$ cat config.mk
export PLATFORM = sky130hd
export DESIGN_NAME = pc_sequencer
export DESIGN_NICKNAME = d
export VERILOG_FILES = /design/src/rtl/pc_sequencer.sv
export SDC_FILE = /design/constraint.sdc
export NUM_CORES = 1
export LEC_CHECK = 0
export ABC_AREA = 1
export BUFFER_PORTS_ARGS = -buffer_cell sky130_fd_sc_hd__buf_2
export CAP_MARGIN = 0
export CORE_MARGIN = 2
export CORE_UTILIZATION = 45
export DETAILED_ROUTE_END_ITERATION = 6
export MAX_ROUTING_LAYER = met4
export PLACE_DENSITY = 0.85
export SYNTH_ARGS = -nofsm -noshare
export SYNTH_HDL_FRONTEND = slang
export SYNTH_SLANG_ARGS = --single-unit
$ cat constraint.sdc
create_clock -name clk -period 6.5 [get_ports clk]
set_input_delay 1.3 -clock clk [delete_from_list [all_inputs] [get_ports clk]]
set_output_delay 1.3 -clock clk [all_outputs]
set_load 0.05 [all_outputs]
$ cat src/rtl/pc_sequencer.sv
// pc_sequencer: instruction-fetch sequencer driving an external PC register.
// It fetches from instruction memory, holds each instruction for decode,
// and computes the next PC (sequential, redirect or hold). It stops on
// halt, on a fetch timeout, or on a misaligned redirect target.
//
// Ports:
//   clk, reset       clock; asynchronous active-high reset
//   run              leave IDLE and start fetching
//   pc_q             current value of the external PC register
//   next_pc          value the external PC register loads every edge
//   imem_req/addr    instruction-memory read request and address
//   imem_ready/rdata memory response and instruction word
//   instr/instr_valid latched instruction and its valid flag
//   instr_ack        decode consumes instr (only honoured in HOLD)
//   redirect_valid/pc taken-branch target, sampled with an accepted ack
//   halt             stop after the acknowledged instruction
//   state            FSM state: 00 IDLE, 01 FETCH, 10 HOLD, 11 STOP
//   fault/fault_cause sticky fault; 01 fetch timeout, 10 misaligned redirect
//   instr_count      number of accepted acks (wraps)
module pc_sequencer #(
    parameter int unsigned TIMEOUT = 16
) (
    input  logic        clk,
    input  logic        reset,
    input  logic        run,
    input  logic [31:0] pc_q,
    output logic [31:0] next_pc,
    output logic        imem_req,
    output logic [31:0] imem_addr,
    input  logic        imem_ready,
    input  logic [31:0] imem_rdata,
    output logic [31:0] instr,
    output logic        instr_valid,
    input  logic        instr_ack,
    input  logic        redirect_valid,
    input  logic [31:0] redirect_pc,
    input  logic        halt,
    output logic [1:0]  state,
    output logic        fault,
    output logic [1:0]  fault_cause,
    output logic [31:0] instr_count
);

    typedef enum logic [1:0] {
        IDLE  = 2'b00,
        FETCH = 2'b01,
        HOLD  = 2'b10,
        STOP  = 2'b11
    } state_t;

    // Wait counter holds the number of FETCH cycles already spent without
    // ready; reaching TIMEOUT-1 in a cycle that still lacks ready means
    // TIMEOUT cycles have elapsed.
    localparam logic [7:0] WAIT_LAST = 8'(TIMEOUT - 1);

    state_t      cur_state, nxt_state;
    logic [7:0]  wait_cnt, wait_cnt_d;
    logic [31:0] instr_d, count_d;
    logic        fault_d;
    logic [1:0]  cause_d;

    always_ff @(posedge clk or posedge reset) begin
        if (reset) begin
            cur_state   <= IDLE;
            wait_cnt    <= '0;
            instr       <= '0;
            instr_count <= '0;
            fault       <= 1'b0;
            fault_cause <= 2'b00;
        end else begin
            cur_state   <= nxt_state;
            wait_cnt    <= wait_cnt_d;
            instr       <= instr_d;
            instr_count <= count_d;
            fault       <= fault_d;
            fault_cause <= cause_d;
        end
    end

    always_comb begin
        nxt_state   = cur_state;
        wait_cnt_d  = wait_cnt;
        instr_d     = instr;
        count_d     = instr_count;
        fault_d     = fault;
        cause_d     = fault_cause;
        next_pc     = pc_q;
        imem_req    = 1'b0;
        instr_valid = 1'b0;
        imem_addr   = pc_q;

        case (cur_state)
            IDLE: begin
                wait_cnt_d = '0;
                if (run) nxt_state = FETCH;
            end
            FETCH: begin
                imem_req = 1'b1;
                if (imem_ready) begin
                    instr_d    = imem_rdata;
                    wait_cnt_d = '0;
                    nxt_state  = HOLD;
                end else if (wait_cnt == WAIT_LAST) begin
                    wait_cnt_d = '0;
                    fault_d    = 1'b1;
                    cause_d    = 2'b01;
                    nxt_state  = STOP;
                end else begin
                    wait_cnt_d = wait_cnt + 8'd1;
                end
            end
            HOLD: begin
                instr_valid = 1'b1;
                wait_cnt_d  = '0;
                if (instr_ack) begin
                    count_d = instr_count + 32'd1;
                    // Misaligned redirect wins over halt and leaves the PC held.
                    if (redirect_valid && (redirect_pc[1:0] != 2'b00)) begin
                        fault_d   = 1'b1;
                        cause_d   = 2'b10;
                        nxt_state = STOP;
                    end else begin
                        next_pc   = redirect_valid ? redirect_pc : pc_q + 32'd4;
                        nxt_state = halt ? STOP : FETCH;
                    end
                end
            end
            STOP: begin
                wait_cnt_d = '0;
            end
            default: nxt_state = IDLE;
        endcase
    end

    assign state = cur_state;

endmodule

Yosys cells after proc, flatten, opt, wreduce, memory -nomap -nowiden. Index checks and enable logic that the tools add are counted. Widths: inputs -> output; s select.

Register bits: 77. Bits of input ports: 103. Output and inout port bits: 135. Logic and storage cells: 55.

Add/subtract/negate cells: 3. Equality and inequality tests: 10. Mux-type cells: 26. Reductions and logical operators: 10.

Operators with widths (count): $mux 32 (4); $add 32x1->32 const B (1); $add 32x3->32 const B (1); $mux 2 (10); $mux 8 (2); $pmux 8 s2 (1); $ne 2x2->1 const B (5); $add 8x1->8 const B (1); $eq 8x4->1 const B (1); $mux 1 (6); $pmux 2 s3 (1); $reduce_and 5->1 (1); $eq 2x2->1 const B (2); $pmux 2 s2 (1); $reduce_and 2->1 (2); $reduce_and 4->1 (1); $reduce_bool 2->1 (2); $ne 3x3->1 const B (1); $reduce_bool 3->1 (1); $reduce_or 3->1 (1); $eq 2x1->1 const B (1); $logic_not 2->1 (1); $pmux 1 s2 (1); $logic_and 1x1->1 (1).

Depth between registers and ports, before layout. Gate-level depths: netlist of run 1.

Word-level depth: 5. Gate-level depth with buffers: 11. Gate-level depth less buffers: 11.

Worst setup path after synthesis of run 1. Ideal clock, no wire load.

Kind: reg-to-output. From: reg cur_state[1], in the netlist state[1]. To: out next_pc[8]. Arrival time: 3.177 ns. Required time: 5.200 ns. Setup slack: 2.023 ns. Stages on the path, launching flop included: 7. Cell sequence: dfrtp_1 -> ha_1 -> nand2_4 -> nor2_4 -> buf_2 -> o21ai_0 -> o21ai_0.

Word-level cells in the longest chain between the ends: 2.

Ends and longest elaborated chain: start, declared (line 56) `state_t cur_state, nxt_state;`; start signal, assigned (line 71) `cur_state <= nxt_state;`; $eq 2x2->1 (line 92) `case (cur_state)`; $mux 32 (line 92); end, declared (line 27) `output logic [31:0] next_pc,`.

Every way passes these cells.

Final worst setup path of run 1.
From: in redirect_valid. To: out next_pc[5].

Word-level cells in the longest chain between the ends: 4. Elaborated cells between the ends (all ways): 5. Those cells by class: mux (4); reduce/logical (1).

Ends and longest elaborated chain: start, declared (line 35) `input logic redirect_valid,`; $mux 32 or $logic_and 1x1->1 (tied branches) (line 123, 118); $mux 32 (*) (line 118) `if (redirect_valid && (redirect_pc[1:0] != 2'b00)) begin`; $mux 32 (*) (line 115) `if (instr_ack) begin`; $mux 32 (*) (line 92).

Mark *: on every way between the ends. The rest lies on a longest branch, timed or not.

==> impl_metrics.prom, run 1 <==
# TYPE chip_impl_metric gauge
chip_impl_metric{name="worstPathMaxFanout",unit=""} 34
chip_impl_metric{name="cts.path.max_buffers",unit=""} 2
chip_impl_metric{name="layout_worst_path_cycle_share",unit="%"} 74.2
chip_impl_info{name="post-synth-top-area-cell",value="sky130_fd_sc_hd__dfrtp_1"} 1
chip_impl_info{name="critical_path.endpoint_type",value="output port"} 1
chip_impl_metric{name="power.share.switching",unit="%"} 50.7
chip_impl_metric{name="finalClockSkew",unit="ns"} 0.00944
chip_impl_metric{name="drt-wirelength-per-cell",unit="µm"} 13.2
chip_impl_metric{name="summed_area_of_non_filler_cells_in_the_final_layout",unit="µm²"} 6740
chip_impl_metric{name="final-hold-violation-count",unit=""} 0
chip_impl_metric{name="portBuffers",unit=""} 237
chip_impl_metric{name="die-area",unit="µm²"} 12800
chip_impl_metric{name="post_route_cells_drive_above_1_share",unit="%"} 26.7
chip_impl_info{name="status",value="complete, but fails checks"} 1
chip_impl_info{name="critical_path.reg2reg.endpoint",value="instr_count[28]$_DFFE_PP0P_"} 1
chip_impl_metric{name="grtUsageMet2",unit="%"} 43.3
chip_impl_info{name="crit_path_cell_trace",value="buf_2 -> inv_2 -> nor2_1 -> nor2_4 -> inv_2 -> a21oi_1 -> o21ai_0 -> nor2_1 -> buf_2"} 1
chip_impl_info{name="cts.root.buffer_cell",value="sky130_fd_sc_hd__clkbuf_16"} 1
chip_impl_metric{name="grt_usage",unit="%"} 25.0
chip_impl_metric{name="dpl_worst_slack",unit="ns"} 1.63
chip_impl_metric{name="count_of_cells_along_the_worst_hold_path",unit=""} 1
chip_impl_info{name="critPathKind",value="in -> out"} 1
chip_impl_info{name="worst_setup_path_start_kind",value="input port"} 1
chip_impl_metric{name="max_freq",unit="GHz"} 0.207
chip_impl_metric{name="max-vdd-ir-drop",unit="mV"} 0.317
chip_impl_metric{name="p_int",unit="mW"} 1.11
chip_impl_metric{name="report.final.slew_viol_count",unit=""} 0
chip_impl_metric{name="grt_overflow",unit=""} 0
chip_impl_metric{name="p_comb_share",unit="%"} 48.1
chip_impl_info{name="grt.busiest_layer",value="met2"} 1
chip_impl_metric{name="max_cap_violations",unit=""} 0
chip_impl_metric{name="rows",unit=""} 39
chip_impl_metric{name="fp.dieW",unit="µm"} 113
chip_impl_metric{name="drt-pass1-iter-count",unit=""} 7
chip_impl_metric{name="start_util",unit="%"} 46.4
chip_impl_metric{name="postLayoutSetupSlackWorst",unit="ns"} 1.68
chip_impl_metric{name="cp_data_arrival_time",unit="ns"} 3.52
chip_impl_metric{name="synth.net_count",unit=""} 936
chip_impl_info{name="failed_checks",value="design-rule violations"} 1
chip_impl_metric{name="layout_min_cycle_time",unit="ns"} 4.82
chip_impl_metric{name="power-per-cell-area",unit="nW/µm²"} 335
chip_impl_metric{name="slew_headroom",unit="%"} 35.6
chip_impl_metric{name="grtUsageMet1",unit="%"} 30.2
chip_impl_metric{name="growth_of_design_area_from_synthesis_to_finish",unit="%"} 26.1
chip_impl_metric{name="placement.cell_area",unit="µm²"} 6430
chip_impl_metric{name="tns",unit="ns"} 0
chip_impl_metric{name="ys_ff_latch",unit=""} 77
chip_impl_metric{name="sequentialPowerShare",unit="%"} 29.5
chip_impl_info{name="worst_path_max_delay_cell",value="sky130_fd_sc_hd__inv_2"} 1
chip_impl_info{name="hold_path.startpoint",value="wait_cnt[7]$_DFF_PP0_"} 1
chip_impl_metric{name="via_per_inst",unit=""} 4.95
chip_impl_metric{name="max_stage_delay",unit="ns"} 0.45
chip_impl_metric{name="fin_hold_ws",unit="ns"} 0.465
chip_impl_metric{name="synthesis.instances",unit=""} 827
chip_impl_info{name="synth.area.top_cells",value="sky130_fd_sc_hd__dfrtp_1 36%, sky130_fd_sc_hd__nand2_1 23%, sky130_fd_sc_hd__nor2_1 9.1%, sky130_fd_sc_hd__inv_1 5.0%, sky130_fd_sc_hd__nand3_1 4.8%"} 1
chip_impl_metric{name="final_core_util",unit="%"} 58.5
chip_impl_info{name="cts_tree",value="built"} 1
chip_impl_metric{name="adder_and_majority_gate_portion_of_the_synthesized_area",unit="%"} 1.41
chip_impl_info{name="yosys-top-cells-count",value="332 x sky130_fd_sc_hd__nand2_1, 130 x sky130_fd_sc_hd__nor2_1, 77 x sky130_fd_sc_hd__dfrtp_1, 71 x sky130_fd_sc_hd__inv_1, 51 x sky130_fd_sc_hd__nand3_1"} 1
chip_impl_info{name="holdPathEnd",value="wait_cnt[7]$_DFF_PP0_"} 1
chip_impl_metric{name="grtUsageMet3",unit="%"} 4.55
chip_impl_metric{name="cts_max_level",unit=""} 3
chip_impl_metric{name="die_height",unit="µm"} 113
chip_impl_metric{name="n_antenna_cell",unit=""} 0
chip_impl_metric{name="power.clock.fraction",unit="%"} 22.5
chip_impl_metric{name="timing.reg2reg.setup_slack",unit="ns"} 4.49
chip_impl_metric{name="cts_post_setup_buffers_inserted",unit=""} 0
chip_impl_metric{name="gp_congestion",unit=""} 0.946
chip_impl_metric{name="global_route_wire_length_before_repair",unit="µm"} 25400
chip_impl_metric{name="ctsResizeCount",unit=""} 0
chip_impl_metric{name="synth.area.mux_share",unit="%"} 0
chip_impl_metric{name="timing_worst_slew_pin_value",unit="ns"} 0.965
chip_impl_info{name="worst_hold_class",value="reg -> reg"} 1
chip_impl_metric{name="async_reset_ff_share",unit="%"} 100
chip_impl_metric{name="grt_antenna_before_repair",unit=""} 0
chip_impl_info{name="reg2reg_from",value="state[0]$_DFFE_PP0P_"} 1
chip_impl_metric{name="mappedNetlistArea",unit="µm²"} 5340
chip_impl_metric{name="wirelength",unit="µm"} 15500
chip_impl_metric{name="clkSinkCount",unit=""} 77
chip_impl_metric{name="ant_nets",unit=""} 0
chip_impl_metric{name="cp.required",unit="ns"} 5.20
chip_impl_metric{name="cts_hold_buffers",unit=""} 0
chip_impl_info{name="synth_top_family_by_area",value="simple AND/OR/NAND/NOR gates"} 1
chip_impl_metric{name="synth.avg_cell_area",unit="µm²"} 6.46
chip_impl_metric{name="worst_skew_pair.late_latency",unit="ns"} 0.33
chip_impl_metric{name="grt_start_max_net_pins",unit=""} 78
chip_impl_info{name="rsz_0062_raised_after_global_routing",value="false"} 1
chip_impl_metric{name="power_leakage",unit="nW"} 3.83
chip_impl_metric{name="netlist.area_leader.share",unit="%"} 36.1
chip_impl_metric{name="p_switching",unit="mW"} 1.14
chip_impl_info{name="most_common_cell_in_the_netlist",value="sky130_fd_sc_hd__nand2_1"} 1
chip_impl_metric{name="number_of_flops_mapped_to_enable_cells_by_yosys",unit=""} 0
chip_impl_metric{name="vias",unit=""} 5839
chip_impl_metric{name="path_clk_slew",unit="ns"} 0.06
chip_impl_metric{name="first_drt_iteration_drcs",unit=""} 416
chip_impl_metric{name="post_synth_xor_area_fraction",unit="%"} 4.75
chip_impl_metric{name="synth-simple-area-share",unit="%"} 42.3
chip_impl_metric{name="synth-compound-area-share",unit="%"} 4.61
chip_impl_metric{name="nets",unit=""} 1141
chip_impl_metric{name="cts_made_buffers",unit=""} 9
chip_impl_metric{name="yosysWarnings",unit=""} 0
chip_impl_metric{name="first_global_vias",unit=""} 5360
chip_impl_metric{name="dp.final_hpwl",unit="µm"} 12200
chip_impl_metric{name="top_level_ports",unit=""} 238
chip_impl_metric{name="fillers",unit=""} 1089
chip_impl_metric{name="setup-violations-final",unit=""} 0
chip_impl_metric{name="drcViolationCount",unit=""} 21
chip_impl_metric{name="placeableCoreArea",unit="µm²"} 11500
chip_impl_metric{name="seq_area_frac_synth",unit="%"} 36.1
chip_impl_info{name="postSynth.topFlopCell",value="sky130_fd_sc_hd__dfrtp_1"} 1
chip_impl_metric{name="ys_types",unit=""} 33
chip_impl_metric{name="timing.reg2reg.worst_path_depth",unit=""} 9
==> cells by family after synthesis <==
group,count (synthesis)
buf+inv,121
xor+xnor,29
compound gates,46
flops,77
fa+ha+maj,6
simple gates,548
==> how the worst max path moves through the flow <==
stage | from | end | slack, ns | depth (start not counted)
detailed placement | redirect_valid | next_pc[5] | 1.63 | 9
global placement | redirect_valid | next_pc[5] | 1.67 | 9
CTS | redirect_valid | next_pc[5] | 1.62 | 9
finish | redirect_valid | next_pc[5] | 1.68 | 9
global route | redirect_valid | next_pc[5] | 1.39 | 9
floorplan | state[1]$_DFFE_PP0P_ | next_pc[8] | 2.02 | 6
==> cells in the final DEF (no fill, tap or decap), drive strengths merged, types with 2 or more instances in the layout <==
cell type	instances
dfrtp	77
nand3b	3
clkinv	2
ha	6
clkbuf	9
a21oi	8
inv	80
nand4	5
nand2	338
nor3	8
or2	2
buf	240
xnor2	16
o21ai	31
nor2	137
xor2	13
o211ai	2
nand3	52
==> state kept, by name, summed over array words and instances (netlist names) <==
register	flops
fault	1
state	2
instr_count	32
wait_cnt	8
instr	32
fault_cause	2
==> power groups by stage <==
stage / sequential, mW / combinational, mW / clock (mW)
after global routing: 0.679 / 1.16 / 0.536
after floorplan: 1.07 / 0.428 / 0
final: 0.664 / 1.08 / 0.506
after global placement: 0.666 / 1.08 / 0
after detailed placement: 0.670 / 1.09 / 0
after CTS: 0.664 / 1.09 / 0.515
==> final cells by class <==
class | count | area [µm²] | share of cell area (%)
Sequential cell | 77 | 1930 | 28.6
Multi-Input combinational cell | 629 | 2840 | 42.1
Tap cell | 143 | 179 | 2.66
Timing Repair Buffer | 240 | 1210 | 17.9
Clock inverter | 7 | 81.3 | 1.21
Clock buffer | 9 | 225 | 3.34
Inverter | 75 | 282 | 4.18
==> stage by stage <==
stage | power (mW) | std cells
6_report | 2.26 | 1180
5_1_grt | 2.38 | 1180
4_1_cts | 2.27 | 1180
3_5_place_dp | 1.76 | 1164
3_3_place_gp | 1.74 | 1164
2_1_floorplan | 1.49 | 827
==> worst max-delay path: cells and delay by family <==
family	cells	cell delay, ns
buf+inv	4	1.23
simple gates	3	0.66
compound gates	2	0.32
==> per-layer routing <==
metal | vias up | wire length [µm]
met1 | 2650 | 6360
met5 | - | 0
li1 | 2934 | -
met2 | 228 | 7770
met4 | 0 | 300
met3 | 27 | 1100
Note: power is estimated with default switching activity, not from simulation.
==> run 2, diff against run 1 <==
==> config.mk (replaced) <==
export PLATFORM = sky130hd
export DESIGN_NAME = pc_sequencer
export DESIGN_NICKNAME = d
export VERILOG_FILES = /design/src/rtl/pc_sequencer.sv
export SDC_FILE = /design/constraint.sdc
export NUM_CORES = 1
export LEC_CHECK = 0
export ABC_AREA = 0
export BUFFER_PORTS_ARGS = -buffer_cell sky130_fd_sc_hd__buf_2
export CAP_MARGIN = 0
export CORE_MARGIN = 2
export CORE_UTILIZATION = 42
export DETAILED_ROUTE_END_ITERATION = 6
export MAX_ROUTING_LAYER = met4
export PLACE_DENSITY = 0.86
export SYNTH_ARGS = -nofsm -noshare
export SYNTH_HDL_FRONTEND = slang
export SYNTH_SLANG_ARGS = --single-unit
==> constraint.sdc (replaced) <==
create_clock -name clk -period 4.2 [get_ports clk]
set_input_delay 0.84 -clock clk [delete_from_list [all_inputs] [get_ports clk]]
set_output_delay 0.84 -clock clk [all_outputs]
set_load 0.05 [all_outputs]
==> run 2 against run 1 <==
Largest cell class unchanged; sequential power increased by 12%; non-clock buffer count increased by 10; the run now ends clean; combinational power decreased by 73%; global-route usage decreased by 2.8 points; critical path depth decreased by 2; cell count decreased by 28%; worst hold slack about the same; core utilization decreased by 3.3 points; area after synthesis decreased by 14%; critical endpoint is now next_pc[29].
==> impl_metrics.prom, run 2 <==
# TYPE chip_impl_metric gauge
chip_impl_metric{name="grt_start_max_net_pins",unit=""} 41
chip_impl_metric{name="multi_input_comb_area",unit="µm²"} 2300
chip_impl_metric{name="cp.required",unit="ns"} 3.36
chip_impl_metric{name="rows",unit=""} 38
chip_impl_metric{name="netlist.area_leader.share",unit="%"} 41.8
chip_impl_info{name="critPathKind",value="reg -> out"} 1
chip_impl_info{name="holdPathEnd",value="wait_cnt[0]$_DFF_PP0_"} 1
chip_impl_info{name="hold_path.startpoint",value="wait_cnt[0]$_DFF_PP0_"} 1
chip_impl_info{name="reg2reg_from",value="state[0]$_DFFE_PP0P_"} 1
chip_impl_metric{name="die-area",unit="µm²"} 11800
chip_impl_info{name="layout.cells.most_common_list",value="237 x sky130_fd_sc_hd__buf_2, 77 x sky130_fd_sc_hd__dfrtp_1, 43 x sky130_fd_sc_hd__nand2_1, 35 x sky130_fd_sc_hd__nand3_1, 34 x sky130_fd_sc_hd__mux2_2"} 1
chip_impl_metric{name="adder_and_majority_gate_portion_of_the_synthesized_area",unit="%"} 1.63
chip_impl_metric{name="tns",unit="ns"} 0
chip_impl_metric{name="clkSinkCount",unit=""} 77
chip_impl_metric{name="final-hold-violation-count",unit=""} 0
chip_impl_metric{name="sequential_cell_area",unit="µm²"} 1930
chip_impl_metric{name="max-vdd-ir-drop",unit="mV"} 0.161
chip_impl_metric{name="cp_data_arrival_time",unit="ns"} 2.66
chip_impl_metric{name="post_route_cells_drive_above_1_share",unit="%"} 43.9
chip_impl_info{name="layout_top_registers",value="instr (32), instr_count (32), wait_cnt (8)"} 1
chip_impl_metric{name="die_height",unit="µm"} 109
chip_impl_metric{name="dp.final_hpwl",unit="µm"} 10400
chip_impl_metric{name="ctsResizeCount",unit=""} 0
chip_impl_info{name="critical_path.endpoint_type",value="output port"} 1
chip_impl_metric{name="cts_made_buffers",unit=""} 9
chip_impl_metric{name="cts.path.max_buffers",unit=""} 2
chip_impl_metric{name="seq_area_frac_synth",unit="%"} 41.8
chip_impl_metric{name="vias",unit=""} 4538
chip_impl_metric{name="growth_of_design_area_from_synthesis_to_finish",unit="%"} 29.2
chip_impl_metric{name="layout_min_cycle_time",unit="ns"} 3.50
chip_impl_metric{name="start_util",unit="%"} 42.7
chip_impl_metric{name="placeableCoreArea",unit="µm²"} 10800
chip_impl_metric{name="postLayoutSetupSlackWorst",unit="ns"} 0.697
chip_impl_metric{name="synth-simple-area-share",unit="%"} 20.3
chip_impl_metric{name="max_freq",unit="GHz"} 0.285
chip_impl_metric{name="async_reset_ff_share",unit="%"} 100
chip_impl_info{name="synth_top_family_by_area",value="simple AND/OR/NAND/NOR gates"} 1
chip_impl_metric{name="cts_hold_buffers",unit=""} 0
chip_impl_metric{name="ys_types",unit=""} 46
chip_impl_metric{name="synth.avg_cell_area",unit="µm²"} 9.40
chip_impl_metric{name="max_cap_violations",unit=""} 0
chip_impl_metric{name="timing.reg2reg.setup_slack",unit="ns"} 1.70
chip_impl_metric{name="grt_overflow",unit=""} 0
chip_impl_metric{name="power-per-cell-area",unit="nW/µm²"} 271
chip_impl_metric{name="nets",unit=""} 808
chip_impl_metric{name="cts_max_level",unit=""} 3
chip_impl_metric{name="worstPathMaxFanout",unit=""} 16
chip_impl_metric{name="via_per_inst",unit=""} 5.37
chip_impl_info{name="rsz_0062_raised_after_global_routing",value="false"} 1
chip_impl_metric{name="grt_antenna_before_repair",unit=""} 1
chip_impl_metric{name="global_route_wire_length_before_repair",unit="µm"} 20100
chip_impl_metric{name="portBuffers",unit=""} 237
chip_impl_metric{name="report.final.slew_viol_count",unit=""} 0
chip_impl_info{name="status",value="finished clean"} 1
chip_impl_metric{name="synth.net_count",unit=""} 600
chip_impl_metric{name="synth-compound-area-share",unit="%"} 11.1
chip_impl_metric{name="fillers",unit=""} 973
chip_impl_metric{name="timing.reg2reg.worst_path_depth",unit=""} 8
chip_impl_metric{name="first_global_vias",unit=""} 3988
chip_impl_metric{name="post_synth_xor_area_fraction",unit="%"} 7.02
chip_impl_metric{name="drt-wirelength-per-cell",unit="µm"} 15.8
chip_impl_info{name="worst_hold_class",value="reg -> reg"} 1
chip_impl_metric{name="yosysWarnings",unit=""} 0
chip_impl_metric{name="path_clk_slew",unit="ns"} 0.08
chip_impl_info{name="critical_path.reg2reg.endpoint",value="instr_count[26]$_DFFE_PP0P_"} 1
chip_impl_info{name="cts_tree",value="built"} 1
chip_impl_info{name="cts.root.buffer_cell",value="sky130_fd_sc_hd__clkbuf_8"} 1
chip_impl_metric{name="dpl_worst_slack",unit="ns"} 0.749
chip_impl_metric{name="final_core_util",unit="%"} 55.2
chip_impl_metric{name="synth.area.mux_share",unit="%"} 9.60
chip_impl_metric{name="ant_nets",unit=""} 0
chip_impl_info{name="worst_setup_path_start_kind",value="flop"} 1
chip_impl_metric{name="layout_worst_path_cycle_share",unit="%"} 83.4
chip_impl_info{name="yosys-top-cells-count",value="77 x sky130_fd_sc_hd__dfrtp_1, 43 x sky130_fd_sc_hd__nand2_1, 35 x sky130_fd_sc_hd__nand3_1, 34 x sky130_fd_sc_hd__mux2_2, 33 x sky130_fd_sc_hd__buf_4"} 1
chip_impl_metric{name="timing_worst_slew_pin_value",unit="ns"} 0.772
chip_impl_info{name="postSynth.topFlopCell",value="sky130_fd_sc_hd__dfrtp_1"} 1
chip_impl_metric{name="drcViolationCount",unit=""} 0
chip_impl_metric{name="setup-violations-final",unit=""} 0
chip_impl_metric{name="first_drt_iteration_drcs",unit=""} 442
chip_impl_metric{name="mappedNetlistArea",unit="µm²"} 4610
chip_impl_info{name="synth.area.top_cells",value="sky130_fd_sc_hd__dfrtp_1 42%, sky130_fd_sc_hd__mux2_2 8.3%, sky130_fd_sc_hd__buf_4 5.4%, sky130_fd_sc_hd__xnor2_1 5.3%, sky130_fd_sc_hd__nand3_1 3.8%"} 1
chip_impl_metric{name="top_level_ports",unit=""} 238
chip_impl_metric{name="cts_post_setup_buffers_inserted",unit=""} 0
chip_impl_metric{name="finalClockSkew",unit="ns"} 0.00695
chip_impl_metric{name="grt_usage",unit="%"} 22.2
chip_impl_metric{name="wirelength",unit="µm"} 13300
chip_impl_metric{name="synthesis.instances",unit=""} 491
chip_impl_info{name="timing.critical_path.from",value="state[0]$_DFFE_PP0P_"} 1
chip_impl_metric{name="slew_headroom",unit="%"} 48.4
chip_impl_metric{name="count_of_cells_along_the_worst_hold_path",unit=""} 1
chip_impl_metric{name="ys_ff_latch",unit=""} 77
chip_impl_metric{name="drt-pass1-iter-count",unit=""} 5
chip_impl_metric{name="worst_skew_pair.late_latency",unit="ns"} 0.35
chip_impl_metric{name="number_of_flops_mapped_to_enable_cells_by_yosys",unit=""} 0
chip_impl_metric{name="fp.dieW",unit="µm"} 109
chip_impl_metric{name="gp_congestion",unit=""} 0.935
chip_impl_info{name="post-synth-top-area-cell",value="sky130_fd_sc_hd__dfrtp_1"} 1
chip_impl_info{name="layout_commonest_cell",value="sky130_fd_sc_hd__buf_2"} 1
chip_impl_metric{name="power_leakage",unit="nW"} 3.20
chip_impl_info{name="most_common_cell_in_the_netlist",value="sky130_fd_sc_hd__dfrtp_1"} 1
==> run 2: changes by cell type in the layout (fill, tap and decap cells not counted), moves of 10 or more <==
cell and change:
sky130_fd_sc_hd__o21ai_0 -16, sky130_fd_sc_hd__nand3_1 -16, sky130_fd_sc_hd__inv_1 -53, sky130_fd_sc_hd__buf_4 +10, sky130_fd_sc_hd__nor2_1 -99, sky130_fd_sc_hd__nand2_1 -289, sky130_fd_sc_hd__and3_1 +12, sky130_fd_sc_hd__mux2_2 +34
sky130_fd_sc_hd__nand4_1 +16, sky130_fd_sc_hd__xnor2_1 +12
==> run 2: report_power, final <==
group / total [mW] / switching (mW) / internal (mW)
Combinational: 0.291 / 0.212 / 0.0796
Clock: 0.583 / 0.299 / 0.284
Sequential: 0.741 / 0 / 0.741
==> run 2: routing by layer <==
layer / wire [µm] / vias up / global-route usage (%)
li1: - / 2148 / -
met1: 5680 / 2171 / 29.6
met2: 6530 / 198 / 34.2
met3: 904 / 21 / 4.90
met4: 236 / 0 / 6.59
met5: 0 / - / -
==> run 2: logic make-up (layout without fill, tap and decap cells) <==
kind of cell / Yosys count / in the layout
xor+xnor: 37 / 37
compound gates: 78 / 78
other cells: 0 / 1
simple gates: 182 / 182
flops: 77 / 77
fa+ha+maj: 6 / 6
mux: 40 / 40
buf+inv: 71 / 284
==> run 2: worst max-delay path, stage by stage (launching register included) <==
cell	delay, ns
sky130_fd_sc_hd__dfrtp_1	0.40
sky130_fd_sc_hd__inv_1	0.11
sky130_fd_sc_hd__ha_1	0.19
sky130_fd_sc_hd__buf_4	0.21
sky130_fd_sc_hd__nand3_1	0.49
sky130_fd_sc_hd__or3_1	0.53
sky130_fd_sc_hd__o211ai_1	0.09
sky130_fd_sc_hd__buf_2	0.29
==> run 2: final cells by class <==
cell class | count | area share, %
Inverter | 18 | 1.13
Tap cell | 140 | 2.94
Clock buffer | 9 | 2.08
Sequential cell | 77 | 32.3
Clock inverter | 7 | 1.34
Timing Repair Buffer | 250 | 21.5
Multi-Input combinational cell | 343 | 38.6
Antenna cell | 1 | 0.0420
==> run 2: worst max path at each step <==
stage	cells past startpoint	slack (ns)	to
global placement	7	0.81	next_pc[9]
floorplan	6	-0.50	next_pc[10]
finish	7	0.70	next_pc[29]
CTS	8	0.68	next_pc[9]
detailed placement	7	0.75	next_pc[9]
global route	8	0.49	next_pc[27]
==> run 2: per-stage QoR <==
| step | hold slack (ns) | total power, mW | std cells | cell area (µm²) |
|---|---|---|---|---|
| 6_report | 0.465 | 1.61 | 845 | 5960 |
| 5_1_grt | 0.489 | 1.69 | 845 | 5960 |
| 4_1_cts | 0.469 | 1.63 | 844 | 5960 |
| 3_5_place_dp | 0.456 | 1.05 | 828 | 5760 |
| 3_3_place_gp | 0.445 | 1.04 | 828 | 5760 |
| 2_1_floorplan | 0.433 | 0.959 | 491 | 4620 |
